File: config.mk
export PLATFORM = sky130hd
export DESIGN_NAME = vx_tcu_drl_kstep_ctrl
export DESIGN_NICKNAME = d
export VERILOG_FILES = /design/src/rtl/vx_tcu_drl_kstep_ctrl_pkg.sv /design/src/rtl/vx_tcu_drl_kstep_ctrl_kmask_gen.sv /design/src/rtl/vx_tcu_drl_kstep_ctrl.sv
export SDC_FILE = /design/constraint.sdc
export NUM_CORES = 1
export LEC_CHECK = 0
export BUFFER_PORTS_ARGS = -buffer_cell sky130_fd_sc_hd__buf_2
export CORE_ASPECT_RATIO = 0.7
export CORE_MARGIN = 2
export CORE_UTILIZATION = 54
export DETAILED_ROUTE_END_ITERATION = 10
export PLACE_DENSITY = 0.78
export SLEW_MARGIN = 20
export SYNTH_ARGS = -nofsm -noshare
export SYNTH_HDL_FRONTEND = slang
export SYNTH_SLANG_ARGS = --single-unit
File: constraint.sdc
create_clock -name clk -period 7.5 [get_ports clk]
set_input_delay 1.5 -clock clk [delete_from_list [all_inputs] [get_ports clk]]
set_output_delay 1.5 -clock clk [all_outputs]
set_load 0.01 [all_outputs]
File: src/rtl/vx_tcu_drl_kstep_ctrl_pkg.sv
// rtl/vx_tcu_drl_kstep_ctrl_pkg.sv - shared types and format helpers for the TCU DRL K-step controller
//
// Purpose: format IDs, controller state encoding, and per-format step sizing
//          shared by vx_tcu_drl_kstep_ctrl and vx_tcu_drl_kmask_gen.
// Ports:   none (package).

package vx_tcu_drl_kstep_ctrl_pkg;

  // Format identifiers carried on cmd_fmt / dp_fmt.
  localparam logic [3:0] TCU_FP16_ID = 4'd1;
  localparam logic [3:0] TCU_BF16_ID = 4'd2;
  localparam logic [3:0] TCU_FP8_ID  = 4'd3;
  localparam logic [3:0] TCU_BF8_ID  = 4'd4;
  localparam logic [3:0] TCU_TF32_ID = 4'd5;
  localparam logic [3:0] TCU_I8_ID   = 4'd9;
  localparam logic [3:0] TCU_U8_ID   = 4'd10;
  localparam logic [3:0] TCU_I4_ID   = 4'd11;
  localparam logic [3:0] TCU_U4_ID   = 4'd12;

  typedef enum logic [1:0] {
    IDLE  = 2'd0,
    ISSUE = 2'd1,
    DRAIN = 2'd2,
    DONE  = 2'd3
  } kstep_state_t;

  // K elements consumed by one datapath step; 0 marks an unsupported format.
  function automatic int tcu_elems_per_step(input logic [3:0] fmt, input int n);
    case (fmt)
      TCU_TF32_ID:                                   return n;
      TCU_FP16_ID, TCU_BF16_ID:                      return 2 * n;
      TCU_FP8_ID, TCU_BF8_ID, TCU_I8_ID, TCU_U8_ID:  return 4 * n;
      TCU_I4_ID, TCU_U4_ID:                          return 8 * n;
      default:                                       return 0;
    endcase
  endfunction

  function automatic logic tcu_fmt_valid(input logic [3:0] fmt);
    case (fmt)
      TCU_TF32_ID, TCU_FP16_ID, TCU_BF16_ID,
      TCU_FP8_ID, TCU_BF8_ID, TCU_I8_ID, TCU_U8_ID,
      TCU_I4_ID, TCU_U4_ID:                          return 1'b1;
      default:                                       return 1'b0;
    endcase
  endfunction

endpackage

File: src/rtl/vx_tcu_drl_kstep_ctrl_kmask_gen.sv
// rtl/vx_tcu_drl_kstep_ctrl_kmask_gen.sv - combinational lane mask and last-step flag for one K step
//
// Purpose: for step index `step` of a tile with `k` elements in format `fmt`,
//          produce the per-lane valid mask and whether this is the final step.
// Ports:
//   fmt      in  [3:0]       format ID
//   k        in  [KW-1:0]    total K elements of the tile
//   step     in  [KW-1:0]    current step index
//   vld_mask out [MAX_IN-1:0] lane l set iff l < EPS and step*EPS + l < k
//   last     out             no elements remain beyond this step

module vx_tcu_drl_kmask_gen
  import vx_tcu_drl_kstep_ctrl_pkg::*;
#(
  parameter int N      = 2,
  parameter int MAX_IN = 8 * N,
  parameter int KW     = 16
) (
  input  logic [3:0]        fmt,
  input  logic [KW-1:0]     k,
  input  logic [KW-1:0]     step,
  output logic [MAX_IN-1:0] vld_mask,
  output logic              last
);

  // One extra bit so that remaining never wraps, even for k = 2^KW-1.
  logic [KW:0] eps;
  logic [KW:0] base;
  logic [KW:0] remaining;

  always_comb begin
    eps       = (KW+1)'(tcu_elems_per_step(fmt, N));
    base      = (KW+1)'({1'b0, step} * eps);
    remaining = {1'b0, k} - base;
    // K=0 lands here with remaining=0, so step 0 is also the last one.
    last      = (remaining <= eps);
    vld_mask  = '0;
    for (int l = 0; l < MAX_IN; l++) begin
      vld_mask[l] = ((KW+1)'(l) < eps) && ((KW+1)'(l) < remaining);
    end
  end

endmodule

File: src/rtl/vx_tcu_drl_kstep_ctrl.sv
// rtl/vx_tcu_drl_kstep_ctrl.sv - K-dimension step sequencer for the TCU DRL dot-product datapath
//
// Purpose: accepts one tile command, issues ceil(K/EPS) datapath steps (at
//          least one) with lane masks and first/last flags, throttles against
//          MAX_OUTSTANDING in-flight steps and reports completion after drain.
// Optional: VX_TCU_DRL_KSTEP_PERF_EN adds perf_issue_cnt, perf_stall_cnt and
//          perf_throttle_cnt free-running 32-bit counters.
// Ports:
//   clk, reset                       clock, synchronous active-high reset
//   cmd_valid/cmd_ready              command handshake (ready only when idle)
//   cmd_fmt, cmd_k, cmd_tag          format, K element count, tag
//   rd_addr, dp_valid/dp_ready       step index and issue handshake
//   dp_fmt, dp_vld_mask              per-step format and lane mask
//   dp_first, dp_last                first / final step of tile
//   dp_resp_valid                    one step result left the datapath
//   done_valid/done_ready            completion handshake
//   done_tag, done_err               tag echo, unsupported-format flag
//   busy                             controller not idle

module vx_tcu_drl_kstep_ctrl
  import vx_tcu_drl_kstep_ctrl_pkg::*;
#(
  parameter int N               = 2,
  parameter int MAX_IN          = 8 * N,
  parameter int KW              = 16,
  parameter int TAGW            = 4,
  parameter int MAX_OUTSTANDING = 4
) (
  input  logic              clk,
  input  logic              reset,
  input  logic              cmd_valid,
  output logic              cmd_ready,
  input  logic [3:0]        cmd_fmt,
  input  logic [KW-1:0]     cmd_k,
  input  logic [TAGW-1:0]   cmd_tag,
  output logic [KW-1:0]     rd_addr,
  output logic              dp_valid,
  input  logic              dp_ready,
  output logic [3:0]        dp_fmt,
  output logic [MAX_IN-1:0] dp_vld_mask,
  output logic              dp_first,
  output logic              dp_last,
  input  logic              dp_resp_valid,
  output logic              done_valid,
  input  logic              done_ready,
  output logic [TAGW-1:0]   done_tag,
  output logic              done_err,
  output logic              busy
`ifdef VX_TCU_DRL_KSTEP_PERF_EN
  ,
  output logic [31:0]       perf_issue_cnt,
  output logic [31:0]       perf_stall_cnt,
  output logic [31:0]       perf_throttle_cnt
`endif
);

  localparam int OW = $clog2(MAX_OUTSTANDING + 1);
  localparam logic [OW-1:0] MAX_OUT = OW'(MAX_OUTSTANDING);
  localparam logic [OW-1:0] ONE_OUT = OW'(1);

  kstep_state_t      state;
  kstep_state_t      state_n;

  logic [3:0]        fmt_r;
  logic [KW-1:0]     k_r;
  logic [TAGW-1:0]   tag_r;
  logic [KW-1:0]     step_r;
  logic              err_r;
  logic [OW-1:0]     outstanding;

  logic              cmd_fire;
  logic              can_issue;
  logic              issue_fire;
  logic              resp_eff;
  logic [MAX_IN-1:0] gen_mask;
  logic              gen_last;

  vx_tcu_drl_kmask_gen #(
    .N      (N),
    .MAX_IN (MAX_IN),
    .KW     (KW)
  ) u_kmask_gen (
    .fmt      (fmt_r),
    .k        (k_r),
    .step     (step_r),
    .vld_mask (gen_mask),
    .last     (gen_last)
  );

  // dp_valid depends only on registered state, never on dp_ready, so it
  // cannot drop while a step is stalled: outstanding only rises on a fire.
  assign can_issue  = (state == ISSUE) && (outstanding < MAX_OUT);
  assign cmd_fire   = cmd_valid && cmd_ready;
  assign issue_fire = dp_valid && dp_ready;
  // Responses arriving with nothing in flight (e.g. after reset) are dropped.
  assign resp_eff   = dp_resp_valid && (outstanding != '0);

  always_ff @(posedge clk) begin
    if (reset) begin
      state <= IDLE;
    end else begin
      state <= state_n;
    end
  end

  always_comb begin
    state_n    = state;
    cmd_ready  = 1'b0;
    dp_valid   = 1'b0;
    done_valid = 1'b0;
    case (state)
      IDLE: begin
        cmd_ready = 1'b1;
        if (cmd_valid) begin
          state_n = tcu_fmt_valid(cmd_fmt) ? ISSUE : DONE;
        end
      end
      ISSUE: begin
        dp_valid = can_issue;
        if (can_issue && dp_ready && gen_last) begin
          state_n = DRAIN;
        end
      end
      DRAIN: begin
        // A response landing this cycle on the last in-flight step counts.
        if ((outstanding == '0) || ((outstanding == ONE_OUT) && dp_resp_valid)) begin
          state_n = DONE;
        end
      end
      DONE: begin
        done_valid = 1'b1;
        if (done_ready) begin
          state_n = IDLE;
        end
      end
      default: state_n = IDLE;
    endcase
  end

  // Step outputs are forced to zero outside an active issue request.
  assign busy        = (state != IDLE);
  assign rd_addr     = dp_valid ? step_r : '0;
  assign dp_fmt      = dp_valid ? fmt_r : '0;
  assign dp_vld_mask = dp_valid ? gen_mask : '0;
  assign dp_first    = dp_valid && (step_r == '0);
  assign dp_last     = dp_valid && gen_last;
  assign done_tag    = tag_r;
  assign done_err    = done_valid && err_r;

  always_ff @(posedge clk) begin
    if (reset) begin
      fmt_r       <= '0;
      k_r         <= '0;
      tag_r       <= '0;
      step_r      <= '0;
      err_r       <= 1'b0;
      outstanding <= '0;
    end else begin
      if (cmd_fire) begin
        fmt_r  <= cmd_fmt;
        k_r    <= cmd_k;
        tag_r  <= cmd_tag;
        step_r <= '0;
        err_r  <= !tcu_fmt_valid(cmd_fmt);
      end else if (issue_fire) begin
        step_r <= step_r + KW'(1);
      end

      case ({issue_fire, resp_eff})
        2'b10:   outstanding <= outstanding + ONE_OUT;
        2'b01:   outstanding <= outstanding - ONE_OUT;
        default: outstanding <= outstanding;
      endcase
    end
  end

`ifdef VX_TCU_DRL_KSTEP_PERF_EN
  always_ff @(posedge clk) begin
    if (reset) begin
      perf_issue_cnt    <= '0;
      perf_stall_cnt    <= '0;
      perf_throttle_cnt <= '0;
    end else begin
      if (issue_fire) begin
        perf_issue_cnt <= perf_issue_cnt + 32'd1;
      end
      if (dp_valid && !dp_ready) begin
        perf_stall_cnt <= perf_stall_cnt + 32'd1;
      end
      if ((state == ISSUE) && !can_issue) begin
        perf_throttle_cnt <= perf_throttle_cnt + 32'd1;
      end
    end
  end
`endif

endmodule

==> results.cfg <==
[logic_synthesis]
synth_commonest_cells = 110 x inv_1, 96 x ha_1, 63 x and2_1, 58 x nand2_1, 50 x dfxtp_1
synth-async-reset-ratio_pct = 0
yosys_warnings = 0
synth_cells = 739
synth.area.top_cells = ha_1 20%, dfxtp_1 17%, fa_1 13%, inv_1 6.9%, and2_1 6.6%
yosys_most_used_dff = dfxtp_1
synth.largest_area_cell = ha_1
synth_seq_cells = 50
synth_nets = 903
ys_seq_area_share_pct = 16.7
synthesis.area_mm2 = 0.00601
yosysTopAreaCellShare_pct = 20.0
synth.avg_cell_area_um2 = 8.13
synth.distinct_cells = 67
synth_edf_count = 0
post-synth-top-count-cell = inv_1

[layout]
nNetsFinal = 978
final_util_pct = 64.3
area_delta_synth_final_pct = 16.9
antennaDiodeCount = 0
drive_gt1_share_pct = 19.3

[critical_path]
cp_max_fo = 8
cp-start-kind = register
crit_family = adder cells
crit_path_end_kind = output pin
crit_type = register to output pin
reg2regPathDepth = 18
ff2ff_setup_slack_ns = 1.53
timing.rr.end = state[0]
worst-path-buf-inv = 5
crit_chain = and2_1 > fa_1 > fa_2 > ha_2 > ha_1 > inv_1 > fa_1 > inv_2 > fa_1 > inv_1 > ha_4 > buf_4 > a21oi_2 > o32ai_1 > a2111o_1 > nor4b_2 > o311a_1 > nand4_4 > nor4b_4 > and2b_2 > a31oi_1 > buf_2
critPathMaxStageDelay_ns = 0.55
crit_path_frequent_cell = fa_1
rr_startpoint = u_kmask_gen.eps[3]
required_ns = 6.00
arrival_ns = 5.92
cp_slowest_cell = fa_1

[clocking]
clock_tree.buffer_depth = 2
cts-root-buf = clkbuf_16
clk_latency_ns = 0.30
cts_tree = yes
clkSlewWorstSetupHoldPaths_ns = 0.07
numCtsBuffers = 5
cts-htree-levels = 2
clock-sinks = 50

[die]
fp.coreArea_mm2 = 0.0109
die_area_mm2 = 0.0120
start_util_pct = 55.0
floorplan.rows = 32
io_pins = 77
die_h_um = 92.3
die_x_um = 130

[timing]
skew_ns = 0.00223
setup_viol = 0
finalCritPeriodShare_pct = 99.0
hold_viol_final = 0
maxSlewHeadroom_pct = 33.9
min_period_ns = 7.42
maxSlewViolCount = 0
fmax_mhz = 135
worst_pin_slew_ns = 0.984

[power]
worst_ir_drop_vdd_uv = 225
switching_share_pct = 49.2
switchingPower_w = 0.000958
intPower_w = 0.000987
p_total_w = 0.00194
power.density_mw_per_mm2 = 277
comb_power_share_pct = 68.4
power_frac_clock_pct = 14.2
sequentialPowerShare_pct = 17.4
power.leakage_nw = 3.56

[routing]
ant_nets = 0
vias = 5383
wl_per_cell_um = 16.3
drtPass1Iterations = 5
drc_errors = 0
drt-total-wl_um = 15700
viasPerCell = 5.56
drt-initial-drc-count = 399

[global_route]
track_usage_pct = 26.0
grt_antenna_before_repair = 0
grt_pass1_vias = 5102
overflow = 0
grt_pass1_wl_um = 24900
grt_max_degree = 32

[place]
dpl.hpwl_um = 12000
place.gp.congestion = 0.905
port_buffers = 76

[hold_path]
hold_class = register to register
min_path_cells = 1
min_to = done_tag[3]
hp-start = done_tag[3]

[flow_run]
maxCapViolCount = 0

[outcome]
outcome = completed
cell type report:
cell class	count	area (um2)
multi-input combinational	544	4630
fill	899	3910
clock buffer	5	125
timing repair buffer	102	591
tap	153	191
sequential	50	1030
clock inverter	3	43.8
inverter	111	417
layer usage:
metal / GRT usage, % / share of wire (%) / routed length (um)
met1: 37.7 / 46 / 7270
met2: 41.1 / 45 / 7100
met3: 4.14 / 7.3 / 1140
met4: 4.66 / 1.4 / 216
met5: 0 / 0 / 0
worst max path at each step:
stage	start	slack, ns	depth (start not counted)	to
2_1_floorplan	u_kmask_gen.eps[3]	0.19	23	dp_vld_mask[1]
3_3_place_gp	step_r[4]	0.12	21	dp_vld_mask[1]
3_5_place_dp	step_r[5]	-0.03	21	dp_vld_mask[1]
4_1_cts	u_kmask_gen.eps[1]	0.0001	21	dp_vld_mask[1]
5_1_grt	step_r[5]	-0.12	22	dp_vld_mask[1]
6_report	step_r[5]	0.08	22	dp_vld_mask[1]
cells by family (layout without fill, tap and decap cells):
| kind of cell | after synthesis | count (layout) | synth area share, % |
|---|---|---|---|
| flip-flops | 50 | 50 | 16.7 |
| AND/OR/NAND/NOR | 245 | 245 | 21.7 |
| buffers and inverters | 145 | 221 | 9.33 |
| adder cells (fa/ha/maj) | 134 | 134 | 32.7 |
| multiplexers | 5 | 5 | 0.854 |
| AO/OA/AOI/OAI | 127 | 127 | 14.0 |
| XOR/XNOR | 33 | 33 | 4.81 |
sequential cells by signal, indices dropped and copies added, names as in the netlist:
register,cells
state,2
k_r,16
done_tag,4
step_r,16
u_kmask_gen.eps,4
outstanding,3
err_r,1
fmt_r,4
repair_timing:
item	CTS	global route
setup endpoints to repair	17	17
hold buffers	0	0
buffers inserted	0	8
pin swaps	1	18
gates cloned	0	0
gates resized for setup	17	41
cell usage in the layout, fill, tap and decap left out, drive strengths merged, types with 4 or more instances in the layout:
| cell | n |
|---|---|
| inv | 112 |
| buf | 102 |
| ha | 96 |
| and2 | 63 |
| nand2 | 58 |
| dfxtp | 50 |
| nor2 | 47 |
| fa | 38 |
| o21ai | 35 |
| a21oi | 33 |
| xor2 | 18 |
| nand3 | 17 |
| xnor2 | 15 |
| nor2b | 10 |
| nor3 | 9 |
| a22o | 8 |
| nand2b | 7 |
| nor4 | 7 |
| nand4 | 7 |
| o211ai | 5 |
| a21o | 5 |
| o21a | 5 |
| clkbuf | 5 |
| mux2i | 4 |
| nor4b | 4 |
power by group through the flow:
stage	clock network [W]	registers (W)	logic, W
4_1_cts	0.000277	0.000338	0.00125
3_5_place_dp	0	0.000343	0.00122
3_3_place_gp	0	0.000340	0.00116
2_1_floorplan	0	0.000336	0.000923
6_report	0.000275	0.000339	0.00133
5_1_grt	0.000287	0.000344	0.00147
metrics by stage:
stage	cells	hold WS, ns	setup WS (ns)	TNS [ns]	area (um2)
floorplan	739	0.417	0.192	0	6010
global placement	952	0.457	0.123	0	6580
detailed placement	952	0.461	-0.0313	-0.145	6580
CTS	960	0.480	0.000129	0	6800
global route	968	0.517	-0.115	-0.766	7020
finish	968	0.478	0.0759	0	7020
Note: power is estimated with default switching activity, not from simulation.
